[src/rtl/ff_pkg.sv]
// rtl/ff_pkg.sv - shared state encoding and edge-select constants for the RS/JK flip-flop bank
package ff_pkg;

   typedef enum logic [1:0] {
      FF_Q0   = 2'd0,
      FF_Q1   = 2'd1,
      FF_BOTH = 2'd2
   } ff_state_e;

   localparam int EDGE_FALL = 0;
   localparam int EDGE_RISE = 1;

   // JK action on an accepted clock edge; only ever called from Q0/Q1
   function automatic ff_state_e jk_next(input ff_state_e cur, input logic j, input logic k);
      ff_state_e nxt;
      nxt = cur;
      if (j && k) begin
         nxt = (cur == FF_Q1) ? FF_Q0 : FF_Q1;
      end else if (j) begin
         nxt = FF_Q1;
      end else if (k) begin
         nxt = FF_Q0;
      end
      return nxt;
   endfunction

endpackage

[src/rtl/rsjk_ff_cell.sv]
// rtl/rsjk_ff_cell.sv - one channel: NOR RS latch, edge-selectable JK flip-flop and active-low clear
module rsjk_ff_cell
   import ff_pkg::*;
#(
   parameter int CLK_EDGE = EDGE_FALL,
   parameter bit RESET_Q  = 1'b0,
   parameter bit RACE_Q   = 1'b0
) (
   input  logic clk_drv,
   input  logic rst_n,
   input  logic clk,
   input  logic j,
   input  logic k,
   input  logic s,
   input  logic r,
   input  logic clr_n,
   output logic q,
   output logic q_n
);

   localparam ff_state_e RESET_STATE = RESET_Q ? FF_Q1 : FF_Q0;
   localparam ff_state_e RACE_STATE  = RACE_Q  ? FF_Q1 : FF_Q0;

   ff_state_e state;
   ff_state_e state_nxt;
   logic      prev_clk;
   logic      edge_act;

   always_comb begin
      state_nxt = state;
      edge_act  = (CLK_EDGE == EDGE_RISE) ? (~prev_clk & clk) : (prev_clk & ~clk);

      if (!clr_n) begin
         state_nxt = FF_Q0;
      end else if (s && r) begin
         state_nxt = FF_BOTH;
      end else if (state == FF_BOTH) begin
         // release cycle: the race outcome wins and any coincident edge is dropped
         if (s) begin
            state_nxt = FF_Q1;
         end else if (r) begin
            state_nxt = FF_Q0;
         end else begin
            state_nxt = RACE_STATE;
         end
      end else if (s) begin
         state_nxt = FF_Q1;
      end else if (r) begin
         state_nxt = FF_Q0;
      end else if (edge_act) begin
         state_nxt = jk_next(state, j, k);
      end
   end

   // prev_clk tracks CLK unconditionally, so masked edges are lost rather than deferred
   always_ff @(posedge clk_drv) begin
      if (!rst_n) begin
         state    <= RESET_STATE;
         prev_clk <= clk;
         q        <= RESET_Q;
         q_n      <= ~RESET_Q;
      end else begin
         state    <= state_nxt;
         prev_clk <= clk;
         q        <= (state_nxt == FF_Q1);
         q_n      <= (state_nxt == FF_Q0);
      end
   end

endmodule

[src/rtl/rsjk_ff_bank.sv]
// rtl/rsjk_ff_bank.sv - bank of independent RS/JK flip-flop channels emulated on the oversampling clock
module rsjk_ff_bank
   import ff_pkg::*;
#(
   parameter int CHANNELS = 4,
   parameter int CLK_EDGE = EDGE_FALL,
   parameter bit RESET_Q  = 1'b0,
   parameter bit RACE_Q   = 1'b0
) (
   input  logic                CLK_DRV,
   input  logic                RST_N,
   input  logic [CHANNELS-1:0] CLK,
   input  logic [CHANNELS-1:0] J,
   input  logic [CHANNELS-1:0] K,
   input  logic [CHANNELS-1:0] S,
   input  logic [CHANNELS-1:0] R,
   input  logic [CHANNELS-1:0] CLR_N,
   output logic [CHANNELS-1:0] Q,
   output logic [CHANNELS-1:0] Q_N
);

   for (genvar i = 0; i < CHANNELS; i++) begin : g_ch
      rsjk_ff_cell #(
         .CLK_EDGE (CLK_EDGE),
         .RESET_Q  (RESET_Q),
         .RACE_Q   (RACE_Q)
      ) u_cell (
         .clk_drv (CLK_DRV),
         .rst_n   (RST_N),
         .clk     (CLK[i]),
         .j       (J[i]),
         .k       (K[i]),
         .s       (S[i]),
         .r       (R[i]),
         .clr_n   (CLR_N[i]),
         .q       (Q[i]),
         .q_n     (Q_N[i])
      );
   end

endmodule

[config.mk]
export PLATFORM = sky130hd
export DESIGN_NAME = rsjk_ff_bank
export DESIGN_NICKNAME = d
export VERILOG_FILES = /design/src/rtl/ff_pkg.sv /design/src/rtl/rsjk_ff_cell.sv /design/src/rtl/rsjk_ff_bank.sv
export SDC_FILE = /design/constraint.sdc
export NUM_CORES = 1
export LEC_CHECK = 0
export BUFFER_PORTS_ARGS = -buffer_cell sky130_fd_sc_hd__buf_2
export CORE_MARGIN = 1
export CORE_UTILIZATION = 45
export DETAILED_ROUTE_END_ITERATION = 16
export PLACE_DENSITY = 0.76
export RECOVER_POWER = 25
export SYNTH_ARGS = -nofsm -noshare
export SYNTH_HDL_FRONTEND = slang
export SYNTH_SLANG_ARGS = --single-unit
[constraint.sdc]
create_clock -name CLK_DRV -period 1.4 [get_ports CLK_DRV]
set_input_delay 0.07 -clock CLK_DRV [delete_from_list [all_inputs] [get_ports CLK_DRV]]
set_output_delay 0.07 -clock CLK_DRV [all_outputs]
set_load 0.01 [all_outputs]
==> metrics.txt, run 1 <==
status=completed; Slew headroom=0.7811; YS warnings=0; ANT nets after route=0; vias in the first global route=746; Avg Cell Area, Syn=between 9 and 10 um^2; ANT cells=0; clk sinks=20; synthesized instance count=87; met2 Use GR=0.3706; Clock Latency Late Sink=0.30 ns; GRT met1 Usage=0.2040; synthesized net count=113; CP startpoint kind=flip-flop; Pre-antenna DRT Iters=4; register area=401.6 um^2; cell leakage power=0.4569 nW; wire per inst=11.25 um; share of layout cells above drive strength 1=0.2756; Post-Route WL=between 1500 and 2000 um; max incr delay on CP=0.37 ns; Worst EP required=between 1.5 and 2 ns; drt via density=5.007; crit-path cells=xor2_1, or3b_1, a211oi_2, and3_1; Yosys top cell by area=dfxtp_1; synth top area cells=dfxtp_1 (49%), buf_4 (7.4%), nand3b_1 (5.5%); Synth Register Bits=20; post-route cell area=0.001115 mm^2; cell area power density=1084 mW/mm^2; Slew Limit Fails=0; Synth top area share=0.4923; CORE AREA=0.001594 mm^2; critical path class=reg -> reg; overall die width=around 45 um; GR peak layer=met2; Crit. End Element=flip-flop; initial antenna violation count=0; CTS buffer count=3; DRT iter0 DRCs=10; Cell variety after synth=24; FMAX=about 740 MHz; post-synthesis cell area=813.3 um^2; # DRC=0; Placer Congestion=0.7191; hold violation count in the final report=0; clk root buf=clkbuf_4; maximum vdd drop=0.6345 mV; Port Buf Inserts=33; Initial Util=0.5102; # setup viols final=0; die height=44.51 um; first-pass GRT wire length=2863 um; Die ar.=slightly below 0.002 mm^2; setup TNS=0 ns; fin nets=154; # Max-Cap Violations=0; Clock Path Buffers=2; fin crit period=approximately 1.3 ns; worst clock skew=0.01142 ns; most common cell after layout, fill and taps aside=buf_2; total power=0.001208 W; unrepaired setup endpoints after global routing=no; Setup Buffers After CTS=0; Clk pin slew, worst setup/hold paths=between 0.1 and 0.15 ns; most frequent cells in the layout=buf_2 (27), dfxtp_1 (19), nand2_1 (11), dlygate4sd3_1 (11), nor2_1 (8); CP max stage cell=or3b_1; largest net degree at the start of global routing=13; Multi-input gate area=362.8 um^2; I/O pins=34; Area after DPL=948.4 um^2; Worst-Margin Slew=0.3264 ns; TritonCTS clock tree=yes; Final HPWL DP=1182 um; via count=756; row cnt=14; CTS H-tree depth=1; Total GRT Usage=0.1988; Filler Cells Inserted=136; Syn-to-layout area delta=37.08%; CP Max Fanout=3; post-synthesis sequential area ratio=0.4923; met3 Use GR=0.04082; Worst Hold Class=in -> reg; grt ovf=0; CP arrival=around 1.6 ns; final worst path period share=0.9603
sequential cells by signal (all words and copies together) (netlist names):
signal,cells
g_ch.u_cell.prev_clk,4
g_ch.u_cell.q,4
g_ch.u_cell.q_n,4
g_ch.u_cell.state,8
metal layers:
metal  part of all wire  vias up
met4              0.014        0
met3              0.057        3
met5                  0        -
li1                   -      384
met1               0.43      342
met2               0.50       27
metrics by stage:
stage                     instances  utilization  hold WS, ns  worst slack, ns
after floorplan                  87            -      0.09772           0.1156
after global placement          136       0.5950       0.1886          0.07793
after detailed placement        136       0.5950       0.1925          0.04601
after CTS                       151       0.6970      0.03040          0.01426
after global routing            151       0.6994      0.02036         0.005465
final                           151       0.6994      0.02598          0.05560
cell type report:
type,count,area share
clock inverter,1,0.02694
tap,24,0.02694
multi-input combinational,59,0.3255
timing repair buffer,44,0.2402
sequential,20,0.3603
clock buffer,3,0.02020
timing repair:
item	in CTS	in global routing
gates resized for setup	0	3
hold endpoints to repair	11	0
hold buffers	11	0
setup endpoints to repair	0	3
cell families (layout without fill, tap and decap cells):
| family | count (synthesis) | in the layout | synth area share |
|---|---|---|---|
| flops | 20 | 20 | 0.4923 |
| compound gates | 17 | 17 | 0.1415 |
| xor+xnor | 4 | 4 | 0.04308 |
| buf+inv | 8 | 48 | 0.07385 |
| simple gates | 38 | 38 | 0.2492 |
synth_stat cells, drive strengths merged:
cell,n
a211oi,3
a21boi,3
a21oi,5
a221oi,1
and3,1
and3b,1
buf,8
dfxtp,20
nand2,11
nand2b,3
nand3,2
nand3b,6
nand4,2
nand4b,1
nor2,8
nor3,1
nor3b,1
o2111ai,1
o21ai,2
o22ai,2
or3b,1
xnor2,3
xor2,1
worst max-delay path: cells and delay by family, from the launching register on:
| family | cells | cell delay [ns] |
|---|---|---|
| flops | 1 | 0.35 |
| compound gates | 1 | 0.26 |
| simple gates | 2 | 0.55 |
| xor+xnor | 1 | 0.15 |
path summary, 6_finish.rpt:
| path | from | to | slack, ns | depth (start not counted) |
|---|---|---|---|---|
| setup / recovery | g_ch[2].u_cell.state[1] | g_ch[2].u_cell.q | 0.06 | 4 |
| hold / removal | CLR_N[2] | g_ch[2].u_cell.state[1] | 0.03 | 3 |
| setup reg to reg | g_ch[2].u_cell.state[1] | g_ch[2].u_cell.q | 0.06 | 4 |
| hold reg to reg | g_ch[2].u_cell.state[1] | g_ch[2].u_cell.state[1] | 0.56 | 2 |
power breakdown:
part	total (W)	switching, W	leakage, nW	internal, W
logic	0.000138	0.0000623	0.264	0.0000756
registers	0.000603	0.0000114	0.165	0.000592
clock network	0.000467	0.000177	0.0279	0.000289
No activity file was read; power rests on OpenSTA's default activity.
==> inputs of run 2 (changes only) <==
--- a/config.mk
+++ b/config.mk
@@ -11,2 +11,3 @@
 export DETAILED_ROUTE_END_ITERATION = 16
+export GPL_TIMING_DRIVEN = 0
 export PLACE_DENSITY = 0.76
==> constraint.sdc (replaced) <==
create_clock -name CLK_DRV -period 1.4 [get_ports CLK_DRV]
set_input_delay 0.14 -clock CLK_DRV [delete_from_list [all_inputs] [get_ports CLK_DRV]]
set_output_delay 0.14 -clock CLK_DRV [all_outputs]
set_load 0.01 [all_outputs]
==> run 2 against run 1 <==
Effect of this change: non-clock buffer count rose by 1; count of clock-buffer cells in the layout rose by 1; sequential power barely moved; register-to-register slack barely moved; worst hold slack improved by 0.0064 ns; wire length fell by 3.5%; die area did not move; power fell by 12%; sequential share of layout area rose by 0.59 points; via count rose by 1.6%.
==> metrics.txt, run 2 (same netlist as run 1, synthesis figures left out) <==
status=completed; final worst path period share=0.9539; Pre-antenna DRT Iters=5; post-route cell area=0.001094 mm^2; min-delay src=CLR_N[3]; Die ar.=0.001981 mm^2; FMAX=748.8 MHz; Worst EP required=approximately 1.7 ns; fin crit period=between 1 and 1.5 ns; Switching Fraction=0.2260; grt ovf=0; worst clock skew=between 0.004 and 0.005 ns; ANT nets after route=0; Clock Path Buffers=2; largest net degree at the start of global routing=12; fin cells=152; drt via density=5.053; maximum vdd drop=0.6517 mV; Worst Hold Class=in -> reg; Top reg by flops=g_ch.u_cell.state; CTS buffer count=3; clock network fraction of design power=0.306; # Max-Cap Violations=0; TritonCTS clock tree=yes; unrepaired setup endpoints after global routing=no; setup TNS=0 ns; Placer Congestion=0.7218; first-pass GRT wire length=2642 um; path depth of the worst reg2reg path=4; row cnt=14; Post-Place Cells=144; Pint=0.0008258 W; reg2reg end=g_ch[2].u_cell.q; # DRC=0; total power=0.001067 W; most frequent cells in the layout=buf_2 (32), dfxtp_1 (20), nand2_1 (11); Worst-Margin Slew=0.3366 ns; via count=approximately 770; CTS H-tree depth=1; # setup viols final=0; CP startpoint kind=flip-flop; Min-Delay Path Depth=2; vias in the first global route=about 700; wire per inst=10.78 um; Area after DPL=about 0.001 mm^2; clk sinks=20; die height=44.51 um; Hold Path Sink=g_ch[3].u_cell.q; CORE AREA=0.001594 mm^2; Port Buf Inserts=33; clk root buf=clkbuf_4; cell leakage power=0.4730 nW; Syn-to-layout area delta=34.46%; max reg flops=8; Crit. End Element=flip-flop; CP arrival=approximately 1.6 ns; fin nets=155; Initial Util=0.5102; ANT cells=0; Comb power frac=0.129; Slew headroom=0.7743; critical path class=reg -> reg; DRT iter0 DRCs=17; initial antenna violation count=0; most common cell after layout, fill and taps aside=buf_2; CP Max Fanout=3; Sequential Power Share=0.565; Psw=0.0002411 W; FF-to-FF Start=g_ch[2].u_cell.state[1]; hold violation count in the final report=0; cell area power density=975.7 mW/mm^2; r2r setup slk=~0.065 ns; Total GRT Usage=0.1845; Slew Limit Fails=0; I/O pins=34; share of layout cells above drive strength 1=0.3672; Setup Buffers After CTS=0; overall die width=44.51 um; Clk pin slew, worst setup/hold paths=0.11 ns; Clock Latency Late Sink=0.29 ns; Post-Route WL=between 1500 and 2000 um; Filler Cells Inserted=131; Final HPWL DP=~1200 um
==> run 2: cell count changes in the layout (fill, tap and decap cells not counted), sizes merged <==
cell,change
buf,+13
clkbuf,-4
bufinv,-1
dlygate4sd3,-7
==> run 2: metal layers <==
metal / share of wire / vias to the layer above / global-route usage / routed length [um]
li1: - / 385 / - / -
met1: 0.40 / 339 / 0.1893 / 655
met2: 0.51 / 38 / 0.3412 / 844
met3: 0.068 / 6 / 0.03673 / 112
met4: 0.016 / 0 / 0.1091 / 27
met5: 0 / - / 0 / 0
==> run 2: power groups by stage <==
stage / clock, W / combinational (W) / sequential [W]
after floorplan: 0 / 0.0000637 / 0.000614
after global placement: 0 / 0.000121 / 0.000615
after detailed placement: 0 / 0.000125 / 0.000616
after CTS: 0.000334 / 0.000134 / 0.000603
after global routing: 0.000362 / 0.000153 / 0.000606
final: 0.000326 / 0.000138 / 0.000603
==> run 2: stage by stage <==
stage,setup WS [ns],utilization,hold slack [ns]
floorplan,0.1156,-,0.1677
global placement,0.05325,0.6327,0.2599
detailed placement,0.04895,0.6327,0.2621
CTS,0.01915,0.6805,0.02873
global route,0.001438,0.6860,0.01642
finish,0.06455,0.6860,0.03242
==> run 2: worst max-delay path by stage <==
| stage | cells after the start | from | slack, ns | end |
|---|---|---|---|---|
| floorplan | 4 | g_ch[2].u_cell.state[1] | 0.12 | g_ch[2].u_cell.q |
| global placement | 4 | g_ch[2].u_cell.state[1] | 0.05 | g_ch[2].u_cell.q |
| detailed placement | 4 | g_ch[2].u_cell.state[1] | 0.05 | g_ch[2].u_cell.q |
| CTS | 4 | g_ch[2].u_cell.state[1] | 0.02 | g_ch[2].u_cell.q |
| global route | 4 | g_ch[2].u_cell.state[1] | 0.001 | g_ch[2].u_cell.q |
| finish | 4 | g_ch[2].u_cell.state[1] | 0.06 | g_ch[2].u_cell.q |
==> run 2: critical path: stages, from the launching register on <==
cell and delay [ns]:
dfxtp_1 0.34, xor2_1 0.15, or3b_1 0.39, a211oi_2 0.24, and3_1 0.18
==> run 2: final cells by class <==
cell class                      count  area [um^2]  share of cell area
Buffer                              8        60.06             0.05492
Clock buffer                        4        36.28             0.03318
Multi-Input combinational cell     59        362.8              0.3318
Sequential cell                    20        400.4              0.3661
Tap cell                           24        30.03             0.02746
Timing Repair Buffer               37        203.9              0.1865
==> run 2: what timing repair did <==
item,in CTS,in global routing
gates resized for setup,0,2
setup endpoints to repair,0,4
hold buffers,4,0
hold endpoints to repair,4,0
==> inputs of run 3 (changes only) <==
Settings changed: ABC_AREA set to 1, PLACE_DENSITY 0.76 to 0.73.
==> run 3 against run 2 <==
Effect of this change: die area is 17% higher; maximum frequency is 18% higher; combinational power is 13% higher; power is 14% higher; worst hold slack better by 0.11 ns; via count is 18% higher; first-iteration DRC count is 35% lower; critical path type is now in -> reg; largest power group unchanged.
==> metrics.txt, run 3 <==
Top reg by flops=g_ch.u_cell.state; Cell variety after synth=12; max incr delay on CP=0.54 ns; crit-path cells=dlygate4sd3_1, clkbuf_1, inv_1, nand3_1, inv_1, nand2_1, nand3_1, nand2_1, nand2_1, inv_1; first-pass GRT wire length=roughly 2600 um; Core Util, Final=0.6256; grt ovf=0; row cnt=16; post-synthesis cell area=954.7 um^2; Top FF cell, synth=dfxtp_1; clk root buf=clkbuf_4; Yosys top cell by area=dfxtp_1; Slew Limit Fails=0; initial antenna violation count=0; Synth top area share=0.4194; cell leakage power=approximately 0.75 nW; # DRC=0; # Max-Cap Violations=0; ANT cells=0; critical path class=in -> reg; commonest cells in the netlist=nand2_1 (41), inv_1 (39), dfxtp_1 (20), nand3_1 (18), buf_4 (8); most common cell after layout, fill and taps aside=nand2_1; Buf/Inv on CP=5; cell area power density=981.6 mW/mm^2; Pre-antenna DRT Iters=4; ANT nets after route=0; DRT iter0 DRCs=11; fin crit period=about 1.1 ns; overall die width=around 48 um; synthesized instance count=145; hold violation count in the final report=0; Worst Hold Class=in -> reg; total power=approximately 0.0012 W; die height=48.06 um; largest net degree at the start of global routing=13; Worst EP required=1.60 ns; Async S/R FF share, synth=0; FMAX=884.2 MHz; count of flip-flops with a built-in enable after synthesis=0; Initial Util=0.4817; Placer Congestion=0.6814; Port Buf Inserts=33; Total GRT Usage=0.1667; Clock Latency Late Sink=0.29 ns; fin cells=213; Post-Place Cells=205; top-count cell post-synth=nand2_1; share of layout cells above drive strength 1=0.2419; TritonCTS clock tree=yes; worst clock skew=0.0004018 ns; CP arrival=1.34 ns; synthesized net count=171; max reg flops=8; drt via density=4.244; CTS H-tree depth=1; CORE AREA=0.001982 mm^2; most frequent cells in the layout=nand2_1 (41), inv_1 (39), buf_2 (28); status=completed; Final HPWL DP=1387 um; clk sinks=20; Synth Register Bits=20; # setup viols final=0; I/O pins=34; CP delay by family, top=buffers and inverters; wire per inst=7.836 um; CP max stage cell=dlygate4sd3_1; CP startpoint kind=primary input; via count=904; Filler Cells Inserted=202; Clk pin slew, worst setup/hold paths=0.11 ns; Crit. End Element=flip-flop; maximum vdd drop=0.5294 mV; Post-Route WL=about 1700 um; YS warnings=0; Clock Path Buffers=2; vias in the first global route=740; fin nets=213; final worst path period share=0.8078; post-synthesis sequential area ratio=0.4194; synth top area cells=dfxtp_1 (42%), nand2_1 (16%), inv_1 (15%); Worst-Margin Slew=between 0.15 and 0.2 ns; Die ar.=0.002310 mm^2; Avg Cell Area, Syn=between 6 and 7 um^2; Syn-to-layout area delta=29.88%; CP Max Fanout=3; unrepaired setup endpoints after global routing=no; Slew headroom=0.8789; CTS buffer count=3; setup TNS=0 ns
run 3: changes by cell type after synthesis, sizes merged, moves of 5 or more:
cell,change
a21oi,-5
inv,+39
nand2,+30
nand3,+16
nand3b,-5
run 3: path summary, 6_finish.rpt:
check,from,endpoint,slack [ns],cells past startpoint
worst min-delay path,S[2],g_ch[2].u_cell.q,0.15,4
worst max register to register,g_ch[0].u_cell.state[0],g_ch[0].u_cell.q_n,0.40,7
worst min register to register,g_ch[1].u_cell.state[0],g_ch[1].u_cell.state[0],0.65,4
worst max-delay path,CLK[0],g_ch[0].u_cell.q_n,0.27,10
run 3: metal layers:
metal,track usage,up-vias,routed length [um]
met5,0,-,0
met4,0.07778,0,29
met3,0.03774,4,88
met2,0.3270,28,884
met1,0.1610,378,666
li1,-,494,-
run 3: cell type report:
| type | count | area, um^2 | share of cell area |
|---|---|---|---|
| plain buffers | 8 | 60.06 | 0.04844 |
| clock buffers | 3 | 22.52 | 0.01816 |
| clock inverters | 1 | 30.03 | 0.02422 |
| inverters | 42 | 157.7 | 0.1271 |
| multi-input cells | 75 | 336.6 | 0.2714 |
| flip-flops and latches | 20 | 400.4 | 0.3229 |
| well taps | 27 | 33.78 | 0.02725 |
| repair buffers | 37 | 198.9 | 0.1604 |
run 3: power by group:
group	internal [W]	leakage [nW]	switching, W
clock network	0.000289	0.0279	0.000169
registers	0.000593	0.165	0.00000980
logic	0.0000785	0.558	0.0000775
total	0.000961	0.750	0.000256
run 3: through the flow:
stage	cell area [um^2]	hold WS, ns	setup slack (ns)
final	1240	0.1461	0.2690
after global routing	1240	0.1593	0.1543
after CTS	1246	0.1357	0.2655
after detailed placement	1154	0.2584	0.4113
after global placement	1154	0.2565	0.4637
after floorplan	954.7	0.1677	0.5388
run 3: worst reg2reg max path: cells and delay by family, from the launching register on:
kind,cells,cell delay (ns)
and+or+nand+nor,6,0.50
DFF,1,0.37
buffers and inverters,1,0.04
run 3: kinds of logic after synthesis:
family / count (synthesis) / share of synthesized area
buf+inv: 50 / 0.2280
simple gates: 71 / 0.3237
flops: 20 / 0.4194
compound gates: 4 / 0.02883
run 3: timing repair:
action                    4_1_cts  5_1_grt
setup buffers                   0        0
hold endpoints to repair        4        0
resized for setup               0        0
hold buffers                    4        0
